===== src/rtl/fpu_add_scheduler.sv =====
// fpu_add_scheduler: round-robin scheduler sharing one combinational FP adder.
// Ports: req_valid/req_sub/req_a/req_b in, one-hot req_ready out; add_a/add_b
// drive the external adder and add_sum is its result; res_valid/res_sum/res_id
// form the tagged result port, back-pressured by res_ready; busy flags non-IDLE.
module fpu_add_scheduler #(
    parameter int N_REQ         = 4,
    parameter int ID_W          = 2,
    parameter int total_size    = 32,
    parameter int SETTLE_CYCLES = 1
) (
    input  logic                        clk,
    input  logic                        rst_n,
    input  logic [N_REQ-1:0]            req_valid,
    input  logic [N_REQ-1:0]            req_sub,
    input  logic [N_REQ*total_size-1:0] req_a,
    input  logic [N_REQ*total_size-1:0] req_b,
    output logic [N_REQ-1:0]            req_ready,
    output logic [total_size-1:0]       add_a,
    output logic [total_size-1:0]       add_b,
    input  logic [total_size-1:0]       add_sum,
    output logic                        res_valid,
    output logic [total_size-1:0]       res_sum,
    output logic [ID_W-1:0]             res_id,
    input  logic                        res_ready,
    output logic                        busy
);
    typedef enum logic [1:0] {IDLE, EXEC, DONE} state_t;

    state_t                state_q, state_d;
    logic [ID_W-1:0]       ptr_q, ptr_d;
    logic [ID_W-1:0]       id_q, id_d;
    logic [ID_W-1:0]       res_id_q, res_id_d;
    logic [3:0]            cnt_q, cnt_d;
    logic [total_size-1:0] add_a_q, add_a_d;
    logic [total_size-1:0] add_b_q, add_b_d;
    logic [total_size-1:0] res_sum_q, res_sum_d;
    logic                  res_valid_q, res_valid_d;
    logic                  busy_q;

    logic                  found;
    logic [ID_W-1:0]       gnt_id;
    logic [total_size-1:0] sel_a, sel_b;
    logic                  sel_sub;

    // Requesters above the last winner are searched first, then the
    // search wraps to 0..ptr, so the last winner ends up last in line.
    always_comb begin
        found  = 1'b0;
        gnt_id = '0;
        for (int i = 0; i < N_REQ; i++) begin
            if (!found && req_valid[i] && i > int'(ptr_q)) begin
                found  = 1'b1;
                gnt_id = ID_W'(i);
            end
        end
        for (int i = 0; i < N_REQ; i++) begin
            if (!found && req_valid[i] && i <= int'(ptr_q)) begin
                found  = 1'b1;
                gnt_id = ID_W'(i);
            end
        end
    end

    always_comb begin
        req_ready = '0;
        sel_a     = '0;
        sel_b     = '0;
        sel_sub   = 1'b0;
        for (int i = 0; i < N_REQ; i++) begin
            if (gnt_id == ID_W'(i)) begin
                sel_a        = req_a[i*total_size +: total_size];
                sel_b        = req_b[i*total_size +: total_size];
                sel_sub      = req_sub[i];
                req_ready[i] = found && (state_q == IDLE);
            end
        end
    end

    always_comb begin
        state_d     = state_q;
        ptr_d       = ptr_q;
        id_d        = id_q;
        cnt_d       = cnt_q;
        add_a_d     = add_a_q;
        add_b_d     = add_b_q;
        res_sum_d   = res_sum_q;
        res_id_d    = res_id_q;
        res_valid_d = res_valid_q;
        unique case (state_q)
            IDLE: begin
                if (found) begin
                    add_a_d = sel_a;
                    // Subtraction is addition with B's sign flipped.
                    add_b_d = {sel_b[total_size-1] ^ sel_sub,
                               sel_b[total_size-2:0]};
                    id_d    = gnt_id;
                    ptr_d   = gnt_id;
                    cnt_d   = 4'(SETTLE_CYCLES - 1);
                    state_d = EXEC;
                end
            end
            EXEC: begin
                if (cnt_q != 4'd0) begin
                    cnt_d = cnt_q - 4'd1;
                end else begin
                    res_sum_d   = add_sum;
                    res_id_d    = id_q;
                    res_valid_d = 1'b1;
                    state_d     = DONE;
                end
            end
            DONE: begin
                if (res_ready) begin
                    res_valid_d = 1'b0;
                    state_d     = IDLE;
                end
            end
            default: state_d = IDLE;
        endcase
    end

    always_ff @(posedge clk or negedge rst_n) begin
        if (!rst_n) begin
            state_q     <= IDLE;
            ptr_q       <= ID_W'(N_REQ - 1);
            id_q        <= '0;
            cnt_q       <= '0;
            add_a_q     <= '0;
            add_b_q     <= '0;
            res_sum_q   <= '0;
            res_id_q    <= '0;
            res_valid_q <= 1'b0;
            busy_q      <= 1'b0;
        end else begin
            state_q     <= state_d;
            ptr_q       <= ptr_d;
            id_q        <= id_d;
            cnt_q       <= cnt_d;
            add_a_q     <= add_a_d;
            add_b_q     <= add_b_d;
            res_sum_q   <= res_sum_d;
            res_id_q    <= res_id_d;
            res_valid_q <= res_valid_d;
            busy_q      <= (state_d != IDLE);
        end
    end

    assign add_a     = add_a_q;
    assign add_b     = add_b_q;
    assign res_sum   = res_sum_q;
    assign res_id    = res_id_q;
    assign res_valid = res_valid_q;
    assign busy      = busy_q;

endmodule


===== config.mk =====
export PLATFORM = sky130hd
export DESIGN_NAME = fpu_add_scheduler
export DESIGN_NICKNAME = d
export VERILOG_FILES = /design/src/rtl/fpu_add_scheduler.sv
export SDC_FILE = /design/constraint.sdc
export NUM_CORES = 1
export LEC_CHECK = 0
export BUFFER_PORTS_ARGS = -buffer_cell sky130_fd_sc_hd__buf_2
export CAP_MARGIN = 20
export CORE_AREA = 2 2 158 160
export CTS_CLUSTER_DIAMETER = 30
export DETAILED_ROUTE_END_ITERATION = 8
export DIE_AREA = 0 0 160 162
export GPL_ROUTABILITY_DRIVEN = 1
export GPL_TIMING_DRIVEN = 0
export PLACE_DENSITY_LB_ADDON = 0.08
export SKIP_CTS_REPAIR_TIMING = 1
export SYNTH_ARGS = -nofsm -noshare
export SYNTH_HDL_FRONTEND = slang
export SYNTH_SLANG_ARGS = --single-unit

===== constraint.sdc =====
create_clock -name clk -period 1.97 [get_ports clk]
set_input_delay 0.2955 -clock clk [delete_from_list [all_inputs] [get_ports clk]]
set_output_delay 0.2955 -clock clk [all_outputs]
set_load 0.01 [all_outputs]

* Yosys cells after proc, flatten, opt, wreduce, memory -nomap -nowiden *
Cells that the tools add are included.
Widths: inputs -> output; s select.

storage, ports and cells
  bits in registers = 110
  bits in latches = 0
  RAM bits = 0
  memory bits (read-only) = 0
  input bits = 299
  output and inout bits = 104
  logic and storage cells = 97
  memories = 0

operators by class
  add/sub/neg operators = 1
  $mul = 0
  div/mod/pow operators = 0
  magnitude comparators = 6
  equal/unequal tests = 9
  shifts and indexed selects = 0
  muxes and demuxes = 40
  bitwise logic cells = 2
  reductions and logical operators = 29

operators by type and width
  cell                 number
  $mux 32              8
  $mux 1               18
  $mux 2               9
  $logic_and 1x1->1    13
  $mux 4               2
  $ne 2x2->1 const B   4
  $pmux 4 s2           1
  $eq 2x2->1 const B   3
  $logic_not 1->1      6
  $pmux 2 s3           1
  $reduce_and 3->1     2
  $reduce_bool 2->1    3
  $eq 2x1->1 const B   2
  $gt 2x2->1 const A   2
  $le 2x2->1 const A   2
  $logic_not 2->1      2
  $reduce_and 2->1     2
  $reduce_bool 4->1    1
  $sub 4x1->4 const B  1
  $gt 1x2->1 const A   1
  $le 1x2->1 const A   1
  $pmux 1 s2           1
  $not 1->1            1
  $xor 1x1->1          1

* Depth between registers and ports, before layout *
  depth in word-level cells = 32
  gate-level depth with buffers = 8
  gate-level depth less buffers = 6

* Worst setup path after synthesis *
No wires, ideal clock.

  kind = flip-flop to output port
  start point = reg ptr_q[0]
  end point = out req_ready[0]
  arrival time = 1.732 ns
  data required time = 1.674 ns
  path slack = -0.058 ns
  stages on the path, launching flop included = 8
  path buffers = 3
  cell sequence = dfstp_2 -> clkbuf_1 -> a21oi_1 -> nor3_1 -> buf_2 -> buf_2 -> nand2_1 -> nor2_1

between the ends
  longest elaborated chain between the ends = 28
  elaborated cells between the ends (all ways) = 41
  classes of those cells = 6 x order compare; 15 x mux; 20 x reduce/logical

ends and longest elaborated chain
  what                                                  RTL line  RTL
  start: declaration                                    30        logic [ID_W-1:0] ptr_q, ptr_d;
  start signal: assignment                              125       ptr_q <= ID_W'(N_REQ - 1);
  start signal: assignment                              136       ptr_q <= ptr_d;
  $gt 1x2->1                                            51        if (!found && req_valid[i] && i > int'(ptr_q)) begin
  $logic_and 1x1->1                                     51
  $mux 1                                                51
  $logic_not 1->1                                       51
  $logic_and 1x1->1 (2 in series)                       51
  $mux 1                                                51
  $logic_not 1->1                                       51
  $logic_and 1x1->1 (2 in series)                       51
  (+8 left out)                                         -
  $logic_not 1->1                                       57        if (!found && req_valid[i] && i <= int'(ptr_q)) begin
  $logic_and 1x1->1 (2 in series)                       57
  $mux 1                                                57
  $logic_not 1->1                                       57
  $logic_and 1x1->1 (2 in series)                       57
  $mux 2 or $mux 1 (tied branches)                      57
  $logic_not 2->1 or $logic_and 1x1->1 (tied branches)  70, 74
  $mux 1 *                                              70        if (gnt_id == ID_W'(i)) begin
  end: declaration                                      17        output logic [N_REQ-1:0] req_ready,

Every way passes the cells marked *; elsewhere a longest branch is shown, timed or not.

* Final worst setup path *
  start point = reg ptr_q[1]
  end point = out req_ready[1]

between the ends
  longest elaborated chain between the ends = 28
  elaborated cells between the ends (all ways) = 41
  classes of those cells = 6 x order compare; 1 x eq/ne; 15 x mux; 19 x reduce/logical

ends and longest elaborated chain
  what                                             RTL line
  $gt 1x2->1                                       51
  $logic_and 1x1->1                                51
  $mux 1                                           51
  $logic_not 1->1                                  51
  $logic_and 1x1->1 (2 in series)                  51
  $mux 1                                           51
  $logic_not 1->1                                  51
  $logic_and 1x1->1 (2 in series)                  51
  (+8 left out)                                    -
  $logic_not 1->1                                  57
  $logic_and 1x1->1 (2 in series)                  57
  $mux 1                                           57
  $logic_not 1->1                                  57
  $logic_and 1x1->1 (2 in series)                  57
  $mux 2 or $mux 1 (tied branches)                 57
  $eq 2x1->1 or $logic_and 1x1->1 (tied branches)  70, 74
  $mux 1 *                                         70

Marked as above.

==> parameters.txt <==
Parameter                              Value

Global route
  First-pass GRT wire length ... 39300 um
  Grt ovf ... 0
  Combined global-route utilization of all metal layers ... 0.196
  Antenna violations before repair ... 1
  Maximum number of pins on one net before global-route repair ... 60
  Number of global-route vias before repair ... 6810

Drt
  Remaining routing DRC violations ... 0
  Detailed Route Iter0 Violations ... 214
  Ratio of routed vias to standard cells ... 4.89
  Wire length per cell after detailed routing ... 20.0 um
  Antenna-violating nets left ... 0
  Vias post-DR ... 6727
  Detailed Routing Iterations Pass 1 ... 4
  Post-Route WL ... 27500 um

Floorplan
  Chip width ... 160 um
  Core Region ... 24100 sq um
  Vertical die dimension ... 162 um
  Std-Cell Rows ... 57
  Starting density of the core ... 0.247
  Die ar. ... 25900 sq um
  Number of ports placed on the die boundary ... 403

Worst setup path
  Type of the setup path with the least slack ... reg -> out
  Worst path top cell family by delay ... flip-flops
  Type of element capturing the critical path ... primary output
  Kind of start point of the critical path ... flip-flop
  Worst path most repeated cell ... buf_8
  Crit path max-delay cell type ... dfstp_2
  Critical path data arrival time ... 1930 ps
  Critical Path RT ... 1670 ps
  Critical path's largest stage delay ... 590 ps
  Critical path fanouts, max ... 7
  Bufs and invs on worst path ... 4
  CP Cell Sequence ... buf_6 > o21ai_2 > a32o_2 > buf_8 > buf_8 > and2_1 > buf_2

CTS
  Clock Sink Count ... 110
  Clock tree from TritonCTS ... built
  Clock tree root driver cell ... clkbuf_16
  CTS Buffer Depth ... 2
  Clock-pin slew reported for the worst setup and hold paths after clock tree synthesis ... 80 ps
  Insertion delay of the later-clocked pin in the worst-skew pair ... 360 ps
  TritonCTS Buffers ... 9
  Count of H-tree levels built during CTS ... 3

Timing
  Final period utilization ... 1.13
  Final critical-path required period ... 2230 ps
  Tightest slew margin relative to the limit ... 0.613
  Total Negative Setup Slacks ... -6380 ps
  RSZ-0062 raised after global routing ... true
  Setup violation total in the final timing report ... 55
  Total count of hold-check failures in the final report ... 0
  Worst Clk Skew ... 13.5 ps
  Worst slew pin tran ... 581 ps
  Maximum operating frequency ... 449 MHz
  Slack of the critical path ... -257 ps
  Final Max Tran Viols ... 0

Cells and area
  Post-layout net count ... 1348
  Area Growth Syn to Fin ... 71.3%
  Fraction of final layout cells sized beyond drive strength 1 ... 0.615
  Number of antenna diodes ... 0
  Filler cell count ... 2488
  Core Util, Final ... 0.423

Logic synthesis
  Synthesized-area fraction occupied by adder cells ... 0.00210
  Number of storage elements in the synthesis netlist ... 110
  Proportion of synthesized area in mux cells ... 0.0659
  Post-synthesis instance area ... 5960 sq um
  Nets in the synthesized netlist ... 908
  Synth top area share ... 0.454
  Post-synthesis share of cell area spent on xor and xnor gates ... 0.00588
  Top flip-flop cell by instance count after synthesis ... dfrtp_1
  Average cell area after synthesis ... 9.80 sq um
  Main area contributors after synthesis ... dfrtp_1 (45%), a221oi_1 (9.4%), a2bb2oi_1 (6.6%), mux2_2 (6.4%), o31ai_1 (5.8%)
  Seq/Total Area, Yosys ... 0.462
  Synth Area in Compound Gates ... 0.290
  Synth Warn # ... 0
  Dominant combinational cell family by area after synthesis ... compound AO/OA/AOI/OAI gates
  Number of flops mapped to enable cells by yosys ... 0
  Post-Synth Simple-Gate Area ... 0.122
  Post-synth top area cell ... dfrtp_1
  Async set-reset flop share out of synthesis ... 1.00
  Number of different library cells in the post-synthesis netlist ... 43
  Post-Syn Instances ... 608

Placed design
  Placer Congestion ... 0.797
  Placed wire-length estimate ... 20500 um
  Number of buffer cells added on primary ports ... 400

Job
  Count of maximum capacitance violations ... 0

Outcome
  Result of the run ... finished with violations
  Failing checks ... setup timing

Pwr
  Total power per unit cell area ... 1630 nW/um^2
  Lkg Pwr ... 4.67 nW
  Largest vdd supply drop ... 762 uV

Min path
  Type of the tightest min-delay check ... in -> reg
metrics by stage:
stage | cell area [sq um] | hold slack (ps) | power (mW) | setup slack (ps) | cells
2_1_floorplan | 5960 | -0.0911 | 8.86 | 39.4 | 608
3_3_place_gp | 8370 | 479 | 12.0 | -1230 | 1332
3_5_place_dp | 8430 | 315 | 12.1 | -837 | 1335
4_1_cts | 8710 | -80.5 | 13.9 | -1110 | 1351
5_1_grt | 10200 | 148 | 17.8 | -333 | 1377
6_report | 10200 | 149 | 16.6 | -257 | 1377
worst reg2reg max path: stages, from the launching register on:
cell	delay, ps
dfstp_2	590
buf_4	140
nor2b_4	30
o21ba_4	230
or3_4	440
buf_8	170
a221oi_1	310
a211oi_1	120
cell usage in the layout (no fill, tap or decap), drive strengths merged, types with 2 or more instances in the layout:
master    count
a21oi         7
o21ai        18
dfrtp       108
dfstp         2
a211oi       12
xor2          4
o31ai        46
nor3         13
a221oi       64
mux2         34
a221o         2
clkinv        2
or2           2
a22oi         8
clkinvlp      2
o22ai         8
nand2        56
clkbuf       37
o21a          3
nand2b        3
nand3        12
inv           6
buf         463
a2bb2oi      45
nor2b         6
nor2         74
report_power, final:
part	switching (mW)	internal (mW)	leakage, nW
clock network	0.931	0.884	0.133
logic	5.77	5.01	3.22
registers	0.602	3.42	1.31
total	7.31	9.32	4.67
path summary, 6_finish.rpt:
check                           cells past startpoint      start  slack [ps]            to
worst min register to register                      1    id_q[0]         500       id_q[0]
min in group asynchronous                           2      rst_n         490   res_sum[12]
worst max-delay path                                7   ptr_q[1]        -260  req_ready[1]
worst min-delay path                                2  res_ready         150    state_q[1]
worst max register to register                      7   ptr_q[1]        -180     add_a[10]
max in group asynchronous                           3      rst_n         750      ptr_q[1]
cell usage after synthesis (3+ instances only):
cell type and count:
dfrtp_1 108, nor2_1 74, o31ai_1 46, buf_6 5, a21oi_1 7, o21a_1 3, nand2b_1 3, a211oi_1 12
a2bb2oi_1 45, inv_1 4, xor2_1 4, nor3_1 13, o22ai_1 8, nand2_1 56, buf_2 13, a22oi_1 8
o21ai_0 17, nor2b_1 6, a221oi_1 64, nand3_1 12, mux2_2 34, clkbuf_1 42
layout make-up:
cell class                      count  area [sq um]  area share
Buffer                             55           460      0.0451
Clock buffer                       10           229      0.0224
Clock inverter                      6          55.1     0.00539
Inverter                            4          15.0     0.00147
Multi-Input combinational cell    432          3910       0.383
Sequential cell                   110          2760       0.270
Tap cell                          324           405      0.0397
Timing Repair Buffer              436          2380       0.233
logic make-up (layout without fill, tap and decap cells):
group	Yosys count	in the layout
buffers and inverters	66	511
XOR/XNOR	4	4
AND/OR/NAND/NOR	172	172
flip-flops	110	110
adder cells (fa/ha/maj)	1	1
multiplexers	35	35
AO/OA/AOI/OAI	220	220
flip-flops by register name, indices dropped and copies added, names as in the netlist:
name / cells
add_a: 32
add_b: 32
res_sum: 32
cnt_q: 4
id_q: 2
ptr_q: 2
res_id: 2
state_q: 2
busy: 1
res_valid: 1
layer usage:
| metal | routed length, um | GRT usage | share of wire |
|---|---|---|---|
| met2 | 13800 | 0.346 | 0.50 |
| met5 | 13 | 0 | 0.00047 |
| met4 | 354 | 0.0303 | 0.013 |
| met1 | 11800 | 0.252 | 0.43 |
| met3 | 1520 | 0.0429 | 0.055 |
(Power assumes the default switching activity.)
